## config.mk

```make
export PLATFORM = sky130hd
export DESIGN_NAME = mem_req_arbiter_flat
export DESIGN_NICKNAME = d
export VERILOG_FILES = /design/src/rtl/mem_req_arbiter_if.sv /design/src/rtl/mem_req_arbiter.sv /design/src/flat_wrapper.sv
export SDC_FILE = /design/constraint.sdc
export NUM_CORES = 1
export LEC_CHECK = 0
export BUFFER_PORTS_ARGS = -buffer_cell sky130_fd_sc_hd__buf_2
export CORE_AREA = 3 3 107 109
export DETAILED_ROUTE_END_ITERATION = 8
export DIE_AREA = 0 0 110 112
export PLACE_DENSITY_LB_ADDON = 0.15
export SLEW_MARGIN = 25
export SYNTH_ARGS = -nofsm -noshare
export SYNTH_HDL_FRONTEND = slang
export SYNTH_SLANG_ARGS = --single-unit
```

## constraint.sdc

```tcl
create_clock -name clock -period 3.25 [get_ports clock]
set_clock_uncertainty 0.15 [all_clocks]
set_input_delay 0.65 -clock clock [delete_from_list [all_inputs] [get_ports clock]]
set_output_delay 0.65 -clock clock [all_outputs]
set_load 0.02 [all_outputs]
```

## src/rtl/mem_req_arbiter_if.sv

```systemverilog
// mem_req_arbiter_if: bundles the three requester ports, the memory command
// port and the tag/credit feedback shared by mem_req_arbiter.
//   slave  modport : the arbiter (consumes requests, drives the memory command)
//   master modport : the requester/memory side (drives requests and tags)
// Handshake: a requester holds *_req_valid (with stable addr/data) until it sees
// its *_accepted pulse; a command is accepted in the cycle it is presented
// when current_req_tag != 0, and the requester samples that tag in that cycle.
interface mem_req_arbiter_if #(
  parameter int MAX_OUTSTANDING = 15
);
  localparam int OW = $clog2(MAX_OUTSTANDING + 1);

  logic          ic_req_valid;
  logic [31:0]   ic_req_addr;
  logic          dl_req_valid;
  logic [31:0]   dl_req_addr;
  logic          wb_req_valid;
  logic [31:0]   wb_req_addr;
  logic [63:0]   wb_req_data;
  logic [3:0]    current_req_tag;
  logic [3:0]    mem_data_tag;
  logic [1:0]    mem_command;
  logic [31:0]   mem_addr;
  logic [63:0]   mem_store_data;
  logic          ic_accepted;
  logic          dl_accepted;
  logic          wb_accepted;
  logic [OW-1:0] outstanding;

  modport slave (
    input  ic_req_valid, ic_req_addr, dl_req_valid, dl_req_addr,
           wb_req_valid, wb_req_addr, wb_req_data, current_req_tag, mem_data_tag,
    output mem_command, mem_addr, mem_store_data,
           ic_accepted, dl_accepted, wb_accepted, outstanding
  );

  modport master (
    output ic_req_valid, ic_req_addr, dl_req_valid, dl_req_addr,
           wb_req_valid, wb_req_addr, wb_req_data, current_req_tag, mem_data_tag,
    input  mem_command, mem_addr, mem_store_data,
           ic_accepted, dl_accepted, wb_accepted, outstanding
  );
endinterface

```

## src/rtl/mem_req_arbiter.sv

```systemverilog
// mem_req_arbiter: shares the single memory command port between icache fills
// (ic), dcache load misses (dl) and dcache writebacks (wb).
// Ports:
//   clock, reset : rising-edge clock, asynchronous active-high reset
//   bus          : mem_req_arbiter_if.slave (requests, command, tags, outstanding)
//   lock_locked  : debug, lock FSM is in LOCKED
//   lock_owner   : debug, requester held by the lock (0 ic, 1 dl, 2 wb)
// Selection is combinational (zero-cycle grant). A rejected command (tag 0)
// locks the arbiter onto that requester until it is accepted or withdraws.
// Loads are credit-limited by the count of in-flight load tags.
`ifndef NUM_MEM_TAGS
`define NUM_MEM_TAGS 15
`endif

module mem_req_arbiter #(
  parameter int MAX_OUTSTANDING = `NUM_MEM_TAGS,
  parameter int STARVE_LIMIT    = 8
) (
  input  logic                 clock,
  input  logic                 reset,
  mem_req_arbiter_if.slave     bus,
  output logic                 lock_locked,
  output logic [1:0]           lock_owner
);
  localparam int OW = $clog2(MAX_OUTSTANDING + 1);
  localparam int SW = $clog2(STARVE_LIMIT + 1);

  localparam logic [1:0] CMD_NONE  = 2'd0;
  localparam logic [1:0] CMD_LOAD  = 2'd1;
  localparam logic [1:0] CMD_STORE = 2'd2;

  typedef enum logic {IDLE, LOCKED} lock_state_t;
  typedef enum logic [1:0] {REQ_IC = 2'd0, REQ_DL = 2'd1, REQ_WB = 2'd2, REQ_NONE = 2'd3} req_t;

  lock_state_t   lock_q, lock_d;
  req_t          owner_q, owner_d;
  req_t          sel;
  logic [OW-1:0] out_q, out_d;
  logic [SW-1:0] ic_cnt_q, ic_cnt_d, dl_cnt_q, dl_cnt_d;

  logic credit_ok, ic_elig, dl_elig, wb_elig;
  logic owner_valid, owner_elig, accept;
  logic ic_starved, dl_starved;

  assign credit_ok  = out_q < OW'(MAX_OUTSTANDING);
  assign ic_elig    = bus.ic_req_valid && credit_ok;
  assign dl_elig    = bus.dl_req_valid && credit_ok;
  assign wb_elig    = bus.wb_req_valid;
  assign ic_starved = ic_cnt_q == SW'(STARVE_LIMIT);
  assign dl_starved = dl_cnt_q == SW'(STARVE_LIMIT);

  always_comb begin
    owner_valid = 1'b0;
    owner_elig  = 1'b0;
    case (owner_q)
      REQ_IC:  begin owner_valid = bus.ic_req_valid; owner_elig = ic_elig; end
      REQ_DL:  begin owner_valid = bus.dl_req_valid; owner_elig = dl_elig; end
      REQ_WB:  begin owner_valid = bus.wb_req_valid; owner_elig = wb_elig; end
      default: begin owner_valid = 1'b0;             owner_elig = 1'b0;    end
    endcase
  end

  // Requester selection. A locked owner that is still valid but out of credit
  // blocks everyone else so its rejected command is not overtaken.
  always_comb begin
    sel = REQ_NONE;
    if (lock_q == LOCKED && owner_valid) begin
      sel = owner_elig ? owner_q : REQ_NONE;
    end else if (dl_starved && dl_elig) begin
      sel = REQ_DL;
    end else if (ic_starved && ic_elig) begin
      sel = REQ_IC;
    end else if (wb_elig) begin
      sel = REQ_WB;
    end else if (dl_elig) begin
      sel = REQ_DL;
    end else if (ic_elig) begin
      sel = REQ_IC;
    end
    if (reset) sel = REQ_NONE;
  end

  always_comb begin
    bus.mem_command    = CMD_NONE;
    bus.mem_addr       = 32'd0;
    bus.mem_store_data = 64'd0;
    case (sel)
      REQ_WB: begin
        bus.mem_command    = CMD_STORE;
        bus.mem_addr       = bus.wb_req_addr;
        bus.mem_store_data = bus.wb_req_data;
      end
      REQ_DL: begin
        bus.mem_command = CMD_LOAD;
        bus.mem_addr    = bus.dl_req_addr;
      end
      REQ_IC: begin
        bus.mem_command = CMD_LOAD;
        bus.mem_addr    = bus.ic_req_addr;
      end
      default: ;
    endcase
  end

  assign accept          = (sel != REQ_NONE) && (bus.current_req_tag != 4'd0);
  assign bus.ic_accepted = accept && sel == REQ_IC;
  assign bus.dl_accepted = accept && sel == REQ_DL;
  assign bus.wb_accepted = accept && sel == REQ_WB;

  // Lock FSM next state. Release is evaluated first so that a rejection by a
  // different requester in the release cycle re-locks onto that requester.
  always_comb begin
    lock_d  = lock_q;
    owner_d = owner_q;
    if (lock_q == LOCKED && (!owner_valid || (accept && sel == owner_q))) lock_d = IDLE;
    if (lock_d == IDLE && sel != REQ_NONE && bus.current_req_tag == 4'd0) begin
      lock_d  = LOCKED;
      owner_d = sel;
    end
  end

  // Starvation counters: count waiting cycles, saturate, clear on accept/withdraw.
  always_comb begin
    ic_cnt_d = ic_cnt_q;
    dl_cnt_d = dl_cnt_q;
    if (!bus.ic_req_valid || bus.ic_accepted) ic_cnt_d = '0;
    else if (!ic_starved)                     ic_cnt_d = ic_cnt_q + SW'(1);
    if (!bus.dl_req_valid || bus.dl_accepted) dl_cnt_d = '0;
    else if (!dl_starved)                     dl_cnt_d = dl_cnt_q + SW'(1);
  end

  // In-flight loads: a response at count 0 (e.g. a pre-reset tag) is dropped.
  always_comb begin
    logic inc, dec;
    inc   = accept && bus.mem_command == CMD_LOAD;
    dec   = bus.mem_data_tag != 4'd0 && out_q != '0;
    out_d = out_q;
    if (inc && !dec)      out_d = out_q + OW'(1);
    else if (dec && !inc) out_d = out_q - OW'(1);
  end

  always_ff @(posedge clock or posedge reset) begin
    if (reset) begin
      lock_q   <= IDLE;
      owner_q  <= REQ_NONE;
      out_q    <= '0;
      ic_cnt_q <= '0;
      dl_cnt_q <= '0;
    end else begin
      lock_q   <= lock_d;
      owner_q  <= owner_d;
      out_q    <= out_d;
      ic_cnt_q <= ic_cnt_d;
      dl_cnt_q <= dl_cnt_d;
    end
  end

  assign bus.outstanding = out_q;
  assign lock_locked     = lock_q == LOCKED;
  assign lock_owner      = owner_q;
endmodule

```

## src/flat_wrapper.sv

```systemverilog
// flat-port wrapper written by rule: the top's interface ports become plain ports
module mem_req_arbiter_flat 
#(
  parameter int MAX_OUTSTANDING = `NUM_MEM_TAGS,
  parameter int STARVE_LIMIT    = 8
)
  (clock, reset, lock_locked, lock_owner, bus_ic_req_valid, bus_ic_req_addr, bus_dl_req_valid, bus_dl_req_addr, bus_wb_req_valid, bus_wb_req_addr, bus_wb_req_data, bus_current_req_tag, bus_mem_data_tag, bus_mem_command, bus_mem_addr, bus_mem_store_data, bus_ic_accepted, bus_dl_accepted, bus_wb_accepted, bus_outstanding);
  mem_req_arbiter_if #(.MAX_OUTSTANDING(MAX_OUTSTANDING)) bus_i ();
  input  logic clock;
  input  logic reset;
  output logic lock_locked;
  output logic [1:0] lock_owner;
  input wire logic [$bits(bus_i.ic_req_valid)-1:0] bus_ic_req_valid;
  input wire logic [$bits(bus_i.ic_req_addr)-1:0] bus_ic_req_addr;
  input wire logic [$bits(bus_i.dl_req_valid)-1:0] bus_dl_req_valid;
  input wire logic [$bits(bus_i.dl_req_addr)-1:0] bus_dl_req_addr;
  input wire logic [$bits(bus_i.wb_req_valid)-1:0] bus_wb_req_valid;
  input wire logic [$bits(bus_i.wb_req_addr)-1:0] bus_wb_req_addr;
  input wire logic [$bits(bus_i.wb_req_data)-1:0] bus_wb_req_data;
  input wire logic [$bits(bus_i.current_req_tag)-1:0] bus_current_req_tag;
  input wire logic [$bits(bus_i.mem_data_tag)-1:0] bus_mem_data_tag;
  output wire logic [$bits(bus_i.mem_command)-1:0] bus_mem_command;
  output wire logic [$bits(bus_i.mem_addr)-1:0] bus_mem_addr;
  output wire logic [$bits(bus_i.mem_store_data)-1:0] bus_mem_store_data;
  output wire logic [$bits(bus_i.ic_accepted)-1:0] bus_ic_accepted;
  output wire logic [$bits(bus_i.dl_accepted)-1:0] bus_dl_accepted;
  output wire logic [$bits(bus_i.wb_accepted)-1:0] bus_wb_accepted;
  output wire logic [$bits(bus_i.outstanding)-1:0] bus_outstanding;
  assign bus_i.ic_req_valid = bus_ic_req_valid;
  assign bus_i.ic_req_addr = bus_ic_req_addr;
  assign bus_i.dl_req_valid = bus_dl_req_valid;
  assign bus_i.dl_req_addr = bus_dl_req_addr;
  assign bus_i.wb_req_valid = bus_wb_req_valid;
  assign bus_i.wb_req_addr = bus_wb_req_addr;
  assign bus_i.wb_req_data = bus_wb_req_data;
  assign bus_i.current_req_tag = bus_current_req_tag;
  assign bus_i.mem_data_tag = bus_mem_data_tag;
  assign bus_mem_command = bus_i.mem_command;
  assign bus_mem_addr = bus_i.mem_addr;
  assign bus_mem_store_data = bus_i.mem_store_data;
  assign bus_ic_accepted = bus_i.ic_accepted;
  assign bus_dl_accepted = bus_i.dl_accepted;
  assign bus_wb_accepted = bus_i.wb_accepted;
  assign bus_outstanding = bus_i.outstanding;
  mem_req_arbiter #(.MAX_OUTSTANDING(MAX_OUTSTANDING), .STARVE_LIMIT(STARVE_LIMIT)) u_core (.clock(clock), .reset(reset), .bus(bus_i), .lock_locked(lock_locked), .lock_owner(lock_owner));
endmodule
```

Word-level counts from Yosys, hierarchy flattened. Index checks and enable logic that the tools add are counted.

Register bits: 15. Bits of input ports: 173. Output and inout bits: 108. Logic and storage cells: 76.

$add $sub $neg: 4. Magnitude comparators: 1. Eq/ne operators: 11. Multiplexer cells: 21. Bitwise operators: 1. Reductions and logical operators: 33.

Operator list (number): $pmux 32 s3 (1); $mux 64 (1); $mux 4 (6); $logic_and 1x1->1 (17); $mux 2 (8); $add 4x1->4 const B (3); $reduce_bool 4->1 (3); $eq 4x4->1 const B (2); $eq 2x1->1 const B (3); $ne 2x2->1 const B (3); $pmux 1 s3 (2); $logic_not 1->1 (5); $eq 2x2->1 const B (2); $logic_not 2->1 (2); $logic_not 4->1 (1); $lt 4x4->1 const B (1); $pmux 2 s2 (1); $sub 4x1->4 const B (1); $logic_or 1x1->1 (3); $eq 2x2->1 (1); $mux 1 (2); $reduce_bool 2->1 (1); $reduce_or 2->1 (1); $not 1->1 (1).

Logic depth before layout (Yosys ltp). Gate-level depths: netlist of the first run.

Depth in word-level cells: 19. Depth in mapped cells: 15. Depth with buffers taken out: 14.

Worst setup path after synthesis of the first run. OpenSTA, ideal clock, no wires.

Path type: reg2out. Start point: register u_core.dl_cnt_q[0]. End point: output bus_mem_addr[20]. Arrival time: 2.334 ns. Data required time: 2.450 ns. Setup slack: 0.116 ns. Cell stages (with the launch flop): 11. Path buffers: 2. Path through: dfrtp_1 inv_1 ha_1 and3b_1 clkbuf_1 a221o_1 a31o_1 a21oi_4 buf_2 a222oi_1 nor2_1.

Longest elaborated chain between the ends: 7. Elaborated cells on any way between the ends: 9. Classes of those cells: eq/ne: 3; mux: 4; reduce/logical: 2.

Ends and longest elaborated chain: start: declaration (line mem_req_arbiter.sv:39) `logic [SW-1:0] ic_cnt_q, ic_cnt_d, dl_cnt_q, dl_cnt_d;`; start signal: assignment (line mem_req_arbiter.sv:154) `dl_cnt_q <= dl_cnt_d;`; $eq 4x4->1 (*) (line mem_req_arbiter.sv:50) `assign dl_starved = dl_cnt_q == SW'(STARVE_LIMIT);`; $logic_and 1x1->1 (*) (line mem_req_arbiter.sv:69) `end else if (dl_starved && dl_elig) begin`; $mux 2 (*) (line mem_req_arbiter.sv:69); $mux 2 (*) (line mem_req_arbiter.sv:67) `if (lock_q == LOCKED && owner_valid) begin`; $mux 2 (*) (line mem_req_arbiter.sv:80) `if (reset) sel = REQ_NONE;`; $eq 2x1->1, or another cell as far along (line mem_req_arbiter.sv:87) `case (sel)`; $pmux 32 s3 (*) (line mem_req_arbiter.sv:87); end: declaration (line flat_wrapper.sv:23) `output wire logic [$bits(bus_i.mem_addr)-1:0] bus_mem_addr;`.

Mark *: on every way between the ends. The rest lies on a longest branch, timed or not.

Worst setup path in the final report of the first run.
Start point: register u_core.ic_cnt_q[1]. End point: output bus_mem_addr[18].

Longest elaborated chain between the ends: 8. Elaborated cells on any way between the ends: 10. Classes of those cells: eq/ne: 3; mux: 5; reduce/logical: 2.

Ends and longest elaborated chain: start: declaration (line mem_req_arbiter.sv:39); start signal: assignment (line mem_req_arbiter.sv:153) `ic_cnt_q <= ic_cnt_d;`; $eq 4x4->1 (*) (line mem_req_arbiter.sv:49) `assign ic_starved = ic_cnt_q == SW'(STARVE_LIMIT);`; $logic_and 1x1->1 (*) (line mem_req_arbiter.sv:71) `end else if (ic_starved && ic_elig) begin`; $mux 2 (*) (line mem_req_arbiter.sv:71); $mux 2 (*) (line mem_req_arbiter.sv:69); $mux 2 (*) (line mem_req_arbiter.sv:67); $mux 2 (*) (line mem_req_arbiter.sv:80); $eq 2x1->1, or another cell as far along (line mem_req_arbiter.sv:87); $pmux 32 s3 (*) (line mem_req_arbiter.sv:87).

Marked as above.

==> flow_summary_export.csv, run 1 <==
group,metric,value,unit
run_status,status,"finished, violations left",
run_status,violations,"negative setup slack",
global_route,grt_pass1_vias,3372,
worst_setup_path,crit_type,"reg -> out",
sta,final.setup.tns,-5170,ps
layout,stdcell_area,4930,sq um
placed_design,hpwl,11000,microns
job,cap_violations,0,
cts,clk_path_buf_depth,2,
power_and_ir_drop,p_comb_share,75.2,%
drt,viasPerCell,4.85,
placed_design,port_buffers,280,
floorplanning,initial_utilization,20.0,%
sta,hold_violations,0,
yosys,synth-main-ff-cell,"dfrtp_1",
drt,vias,3561,
floorplanning,num_rows,38,
drt,avgRoutedWirePerCell,19.1,microns
drt,ant_nets,0,
worst_setup_path,cp-end-kind,"output pin",
worst_setup_path,critPathSlowestCell,"dfrtp_1",
floorplanning,dieWidth,110,microns
sta,fin_ws,-140,ps
worst_setup_path,start_kind,"flop",
floorplanning,core,10700,sq um
global_route,grt_max_degree,26,
sta,tightest_slew,524,ps
global_route,antenna_found_initial,9,
hold_path,hold_path.class,"in -> async",
floorplanning,ios,281,
worst_setup_path,crit_family,"compound AO/OA/AOI/OAI gates",
cts,cts_hold_buf,0,
yosys,async_reset_ff_share,100,%
placed_design,dpl.cell_count,700,
placed_design,post-place-ws,-80.9,ps
global_route,grt_pass1_wl,18500,microns
worst_setup_path,cpPeakStageDelay,360,ps
placed_design,placed_area,3930,sq um
drt,drc,0,
layout,nNetsFinal,772,
layout,fin_cells,734,
yosys,ys_seq_elements,15,
cts,cts.sinks,15,
worst_setup_path,worst_path_most_repeated_cell,"buf_6",
power_and_ir_drop,clockPowerShare,9.2,%
drt,drtIter0Drc,535,
floorplanning,die_h,112,microns
cts,h-tree-depth,1,
floorplanning,die-area,12300,sq um
drt,drt_wl_total,14000,microns
sta,min_period,3390,ps
worst_setup_path,arrival,2590,ps
sta,slew_violations,0,
layout,layout_commonest_cell,"buf_2",
yosys,netlist_area,2140,sq um
yosys,netlist_instances,266,
cts,clock-root-buffer,"clkbuf_8",
power_and_ir_drop,power_density,338,nW/um^2
cts,cts_tree,"built",
cts,clk_pin_slew_worst_paths,60,ps
power_and_ir_drop,peakVddDrop,347,uV
yosys,synth_cell_types,53,
worst_setup_path,cp.buffers_inverters,5,
cts,clock_latency,240,ps
yosys,synth-seq-area-share,17.6,%
sta,setup_violations,94,
power_and_ir_drop,switching_power,713,uW
cts,cts_buffers,3,
power_and_ir_drop,p_leak,2.59,nW
sta,whs,276,ps
global_route,grt_overflow,0,
yosys,syn_avg_cell_area,8.06,sq um
layout,area_growth,130,%
yosys,syn-num-nets,447,
yosys,ys_warn_count,0,
worst_setup_path,crit_path_cell_trace,"inv_2, ha_4, and3b_2, o32ai_4, a211o_1, buf_6, a21oi_4, buf_4, clkbuf_16, a221o_1, buf_6",
layout,drive_above_1_share,67.5,%
power_and_ir_drop,power.internal,956,uW
global_route,grt_usage,19.6,%
power_and_ir_drop,switching_share,42.7,%
placed_design,gp_congestion,0.854,
sta,max_slew_margin,64.7,%
power_and_ir_drop,seq_power_share,15.6,%
worst_setup_path,crit_required,2450,ps
drt,dr.pass1.iters,8,
layout,final_cell_mix,"buf_2, buf_6, buf_4",
sta,min_period_over_period,104,%
worst_setup_path,crit_path_max_fanout,11,
sta,clock.fmax,295,MHz
sta,rsz0062_at_grt,"yes",
yosys,synth_edf_count,0,
## registers in the layout, indices dropped and copies added, names as in the netlist
| signal | cells |
|---|---|
| u_core.bus.outstanding | 4 |
| u_core.dl_cnt_q | 4 |
| u_core.ic_cnt_q | 4 |
| u_core.lock_locked | 1 |
| u_core.lock_owner | 2 |
## kinds of logic after synthesis
group	count (synthesis)	synth area share, %
DFF	15	17.6
AOI/OAI and AO/OA	64	27.7
adders and majority gates	8	5.02
xor gates and xnor gates	10	4.08
and+or+nand+nor	135	35.7
buffers and inverters	29	7.41
muxes	5	2.45
## metal layers
| layer | vias to the layer above | global-route usage [%] | part of all wire (%) | wire length [microns] |
|---|---|---|---|---|
| met3 | 24 | 6.55 | 11 | 1570 |
| met2 | 226 | 33.4 | 49 | 6850 |
| li1 | 1642 | - | - | - |
| met5 | - | 0 | 0.58 | 81 |
| met1 | 1659 | 23.7 | 38 | 5290 |
| met4 | 10 | 3.99 | 1.7 | 238 |
## final timing paths
kind / from / cells after the start / end / slack (ps)
min: reset / 2 / u_core.bus.outstanding[1]$_DFFE_PP0P_ / 280
min reg2reg: u_core.ic_cnt_q[3]$_DFFE_PP0P_ / 2 / u_core.ic_cnt_q[3]$_DFFE_PP0P_ / 400
min in group clock: u_core.ic_cnt_q[3]$_DFFE_PP0P_ / 2 / u_core.ic_cnt_q[3]$_DFFE_PP0P_ / 400
max in group asynchronous: reset / 3 / u_core.lock_owner[0]$_DFFE_PP1P_ / 2120
max reg2reg: u_core.lock_owner[1]$_DFFE_PP1P_ / 16 / u_core.bus.outstanding[3]$_DFFE_PP0P_ / 80
max: u_core.ic_cnt_q[1]$_DFFE_PP0P_ / 11 / bus_mem_addr[18] / -140
## cell usage after synthesis, drive strengths merged (3+ instances only)
library cell,instances,area [sq um]
xor2,3,26.3
mux2i,3,30.0
nand3,4,20.0
xnor2,7,61.3
and2,68,425
inv,8,30.0
o21ai,7,38.8
a221o,11,110
a222oi,19,190
nand2,6,22.5
clkbuf,3,11.3
a21oi,8,62.6
ha,7,87.6
buf,18,118
dfrtp,13,325
nor2,29,111
and3,10,62.6
nor3,4,20.0
a21o,3,22.5
## power groups by stage
stage               clock [mW]  combinational, mW  sequential (mW)
floorplan                    0              0.521            0.332
global placement             0              0.992            0.274
detailed placement           0              0.996            0.273
CTS                      0.160               1.16            0.260
global route             0.169               1.34            0.264
finish                   0.153               1.25            0.261
## area by class of cell
cell class                      count  area, sq um
Inverter                            8         30.0
Multi-Input combinational cell    222         1750
Tap cell                          140          175
Timing Repair Buffer              341         2550
Fill cell                        1075         5760
Antenna cell                        4         10.0
Sequential cell                    15          378
Clock buffer                        4         45.0
## stage by stage
step	utilization, %	power, mW
after floorplan	-	0.853
after global routing	46.1	1.78
after global placement	36.7	1.27
after detailed placement	36.7	1.27
final	46.1	1.67
after CTS	42.6	1.58
## worst register-to-register path, cell delays in order, from the launching register on
cell	delay, ps
dfstp_2	590
nand3b_1	130
buf_4	150
o21ai_2	100
buf_4	180
a21oi_4	70
buf_6	130
buf_6	110
nor3_1	230
ha_1	210
inv_1	60
ha_1	270
a21o_1	180
a21oi_1	160
xnor2_1	140
nor2_1	70
xor2_1	140
## repair_timing
action / in CTS / in global routing
setup buffers: 13 / 9
gates resized for setup: 153 / 62
pin swaps: 5 / 38
gates cloned: 2 / 5
endpoints found under the setup margin: 98 / 100
(Power assumes the default switching activity.)
==> run 2, diff against run 1 <==
Settings changed: CORE_AREA 3 3 107 109 to 3 3 108 110, CTS_BUF_LIST from default to sky130_fd_sc_hd__clkbuf_8, DIE_AREA 0 0 110 112 to 0 0 111 113.
==> run 2 against run 1 <==
- largest cell class unchanged
- the flow still finishes with violations (negative setup slack)
- sequential share of layout area shrank 0.14 points
- global-route usage up 1.6 points
- critical path type unchanged
- combinational power barely moved
- sequential power grew 5%
- via count is 0.73% higher
- final area grew 1.9%
- total power is 2.8% higher
- maximum frequency shrank 2.8%
==> flow_summary_export.csv, run 2 (synthesized netlist as in run 1, its figures left out) <==
group,metric,value,unit
cts,cts.sinks,15,
cts,cts_tree,"built",
global_route,grt_pass1_wl,20800,microns
layout,postLayoutCoreUtil,46.6,%
global_route,grt_pass1_vias,3421,
floorplanning,num_rows,38,
power_and_ir_drop,power_density,341,nW/um^2
cts,clk_pin_slew_worst_paths,70,ps
sta,max_slew_margin,63.2,%
global_route,grt_overflow,0,
placed_design,port_buffers,280,
job,cap_violations,0,
global_route,grt_usage,21.2,%
drt,dr.pass1.iters,6,
worst_setup_path,crit_required,2450,ps
placed_design,placed_area,3960,sq um
drt,ant_nets,0,
sta,min_period,3490,ps
sta,clock.fmax,287,MHz
cts,clock-root-buffer,"clkbuf_8",
worst_setup_path,start_kind,"flop",
hold_path,hold_path.class,"reg -> reg",
layout,layout_commonest_cell,"buf_2",
cts,h-tree-depth,1,
drt,drtIter0Drc,431,
floorplanning,die_h,113,microns
layout,final_cell_mix,"buf_2, buf_6, buf_4",
drt,viasPerCell,4.89,
floorplanning,initial_utilization,19.9,%
cts,cts_buffers,3,
placed_design,dpl.cell_count,704,
layout,drive_above_1_share,72.8,%
sta,tightest_slew,546,ps
sta,slew_violations,0,
floorplanning,dieWidth,111,microns
run_status,violations,"negative setup slack",
power_and_ir_drop,p_leak,2.61,nW
global_route,grt_max_degree,31,
worst_setup_path,crit_path_max_fanout,20,
cts,clock_latency,250,ps
power_and_ir_drop,p_total,1.72,mW
sta,hold_violations,0,
cts,cts_hold_buf,0,
layout,fillers,1059,
layout,stdcell_area,5030,sq um
drt,drc,0,
drt,drt_wl_total,14800,microns
drt,avgRoutedWirePerCell,20.1,microns
floorplanning,ios,281,
floorplanning,core,10800,sq um
drt,vias,3587,
sta,fin_ws,-238,ps
placed_design,gp_congestion,0.987,
worst_setup_path,arrival,2690,ps
sta,min_period_over_period,107,%
worst_setup_path,crit_type,"reg -> out",
layout,area_growth,134,%
placed_design,hpwl,11600,microns
floorplanning,die-area,12500,sq um
sta,setup_violations,99,
layout,fin_cells,733,
worst_setup_path,cp-end-kind,"output pin",
power_and_ir_drop,peakVddDrop,428,uV
sta,rsz0062_at_grt,"yes",
layout,nNetsFinal,771,
global_route,antenna_found_initial,11,
run_status,status,"finished, violations left",
cts,clk_path_buf_depth,2,
[run 2: changes by cell type in the layout (fill, tap and decap cells not counted), sizes merged]
| cell | before | now |
|---|---|---|
| clkbuf | 9 | 5 |
| buf | 336 | 337 |
| clkinvlp | 0 | 1 |
| nor2 | 29 | 30 |
[run 2: final timing paths]
| path | endpoint | startpoint | cells after the start | slack [ps] |
|---|---|---|---|---|
| worst max-delay path | bus_mem_addr[21] | u_core.ic_cnt_q[0]$_DFFE_PP0P_ | 13 | -240 |
| worst min-delay path | u_core.ic_cnt_q[3]$_DFFE_PP0P_ | u_core.ic_cnt_q[3]$_DFFE_PP0P_ | 2 | 390 |
| worst max register to register | u_core.bus.outstanding[3]$_DFFE_PP0P_ | u_core.ic_cnt_q[0]$_DFFE_PP0P_ | 17 | 140 |
| worst min register to register | u_core.ic_cnt_q[3]$_DFFE_PP0P_ | u_core.ic_cnt_q[3]$_DFFE_PP0P_ | 2 | 390 |
| max in group asynchronous | u_core.lock_owner[1]$_DFFE_PP1P_ | reset | 3 | 2230 |
| min in group asynchronous | u_core.lock_locked$_DFF_PP0_ | reset | 3 | 470 |
[run 2: per-layer routing]
layer	track usage [%]	part of all wire, %
met1	26.6	40
met2	36.5	48
met5	0	0.64
met3	6.79	9.2
met4	3.04	1.7
[run 2: layout make-up]
class / count / area, sq um / share of cell area [%]
Tap cell: 140 / 175 / 3.48
Clock inverter: 1 / 7.51 / 0.149
Multi-Input combinational cell: 223 / 1850 / 36.9
Sequential cell: 15 / 378 / 7.51
Clock buffer: 3 / 41.3 / 0.821
Timing Repair Buffer: 339 / 2530 / 50.4
Inverter: 8 / 30.0 / 0.597
Antenna cell: 4 / 10.0 / 0.199
[run 2: report_power, final]
| group | leakage, nW | internal, mW | switching (mW) |
|---|---|---|---|
| logic | 2.40 | 0.656 | 0.626 |
| clock network | 0.0217 | 0.0862 | 0.0720 |
| registers | 0.189 | 0.235 | 0.0402 |
[run 2: repair_timing]
action | in CTS | in global routing
setup buffers | 11 | 4
endpoints found under the setup margin | 100 | 100
pin swaps | 24 | 31
gates cloned | 5 | 2
gates resized for setup | 162 | 90
[run 2: stage by stage]
stage	setup slack, ps	hold WS, ps	setup TNS, ps
6_report	-238	394	-17060
5_1_grt	-370	441	-27020
3_5_place_dp	-131	378	-1570
4_1_cts	-173	393	-11370
3_3_place_gp	-137	366	-1480
2_1_floorplan	116	348	0
[run 2: critical path, cell delays in order (launching register included)]
cell	delay, ps
dfrtp_1	370
inv_2	60
ha_4	150
and3b_2	210
buf_6	120
a221o_1	340
buf_6	140
a21oi_4	150
buf_6	120
a211oi_4	50
buf_12	180
a222oi_1	290
nor2_1	80
buf_4	170
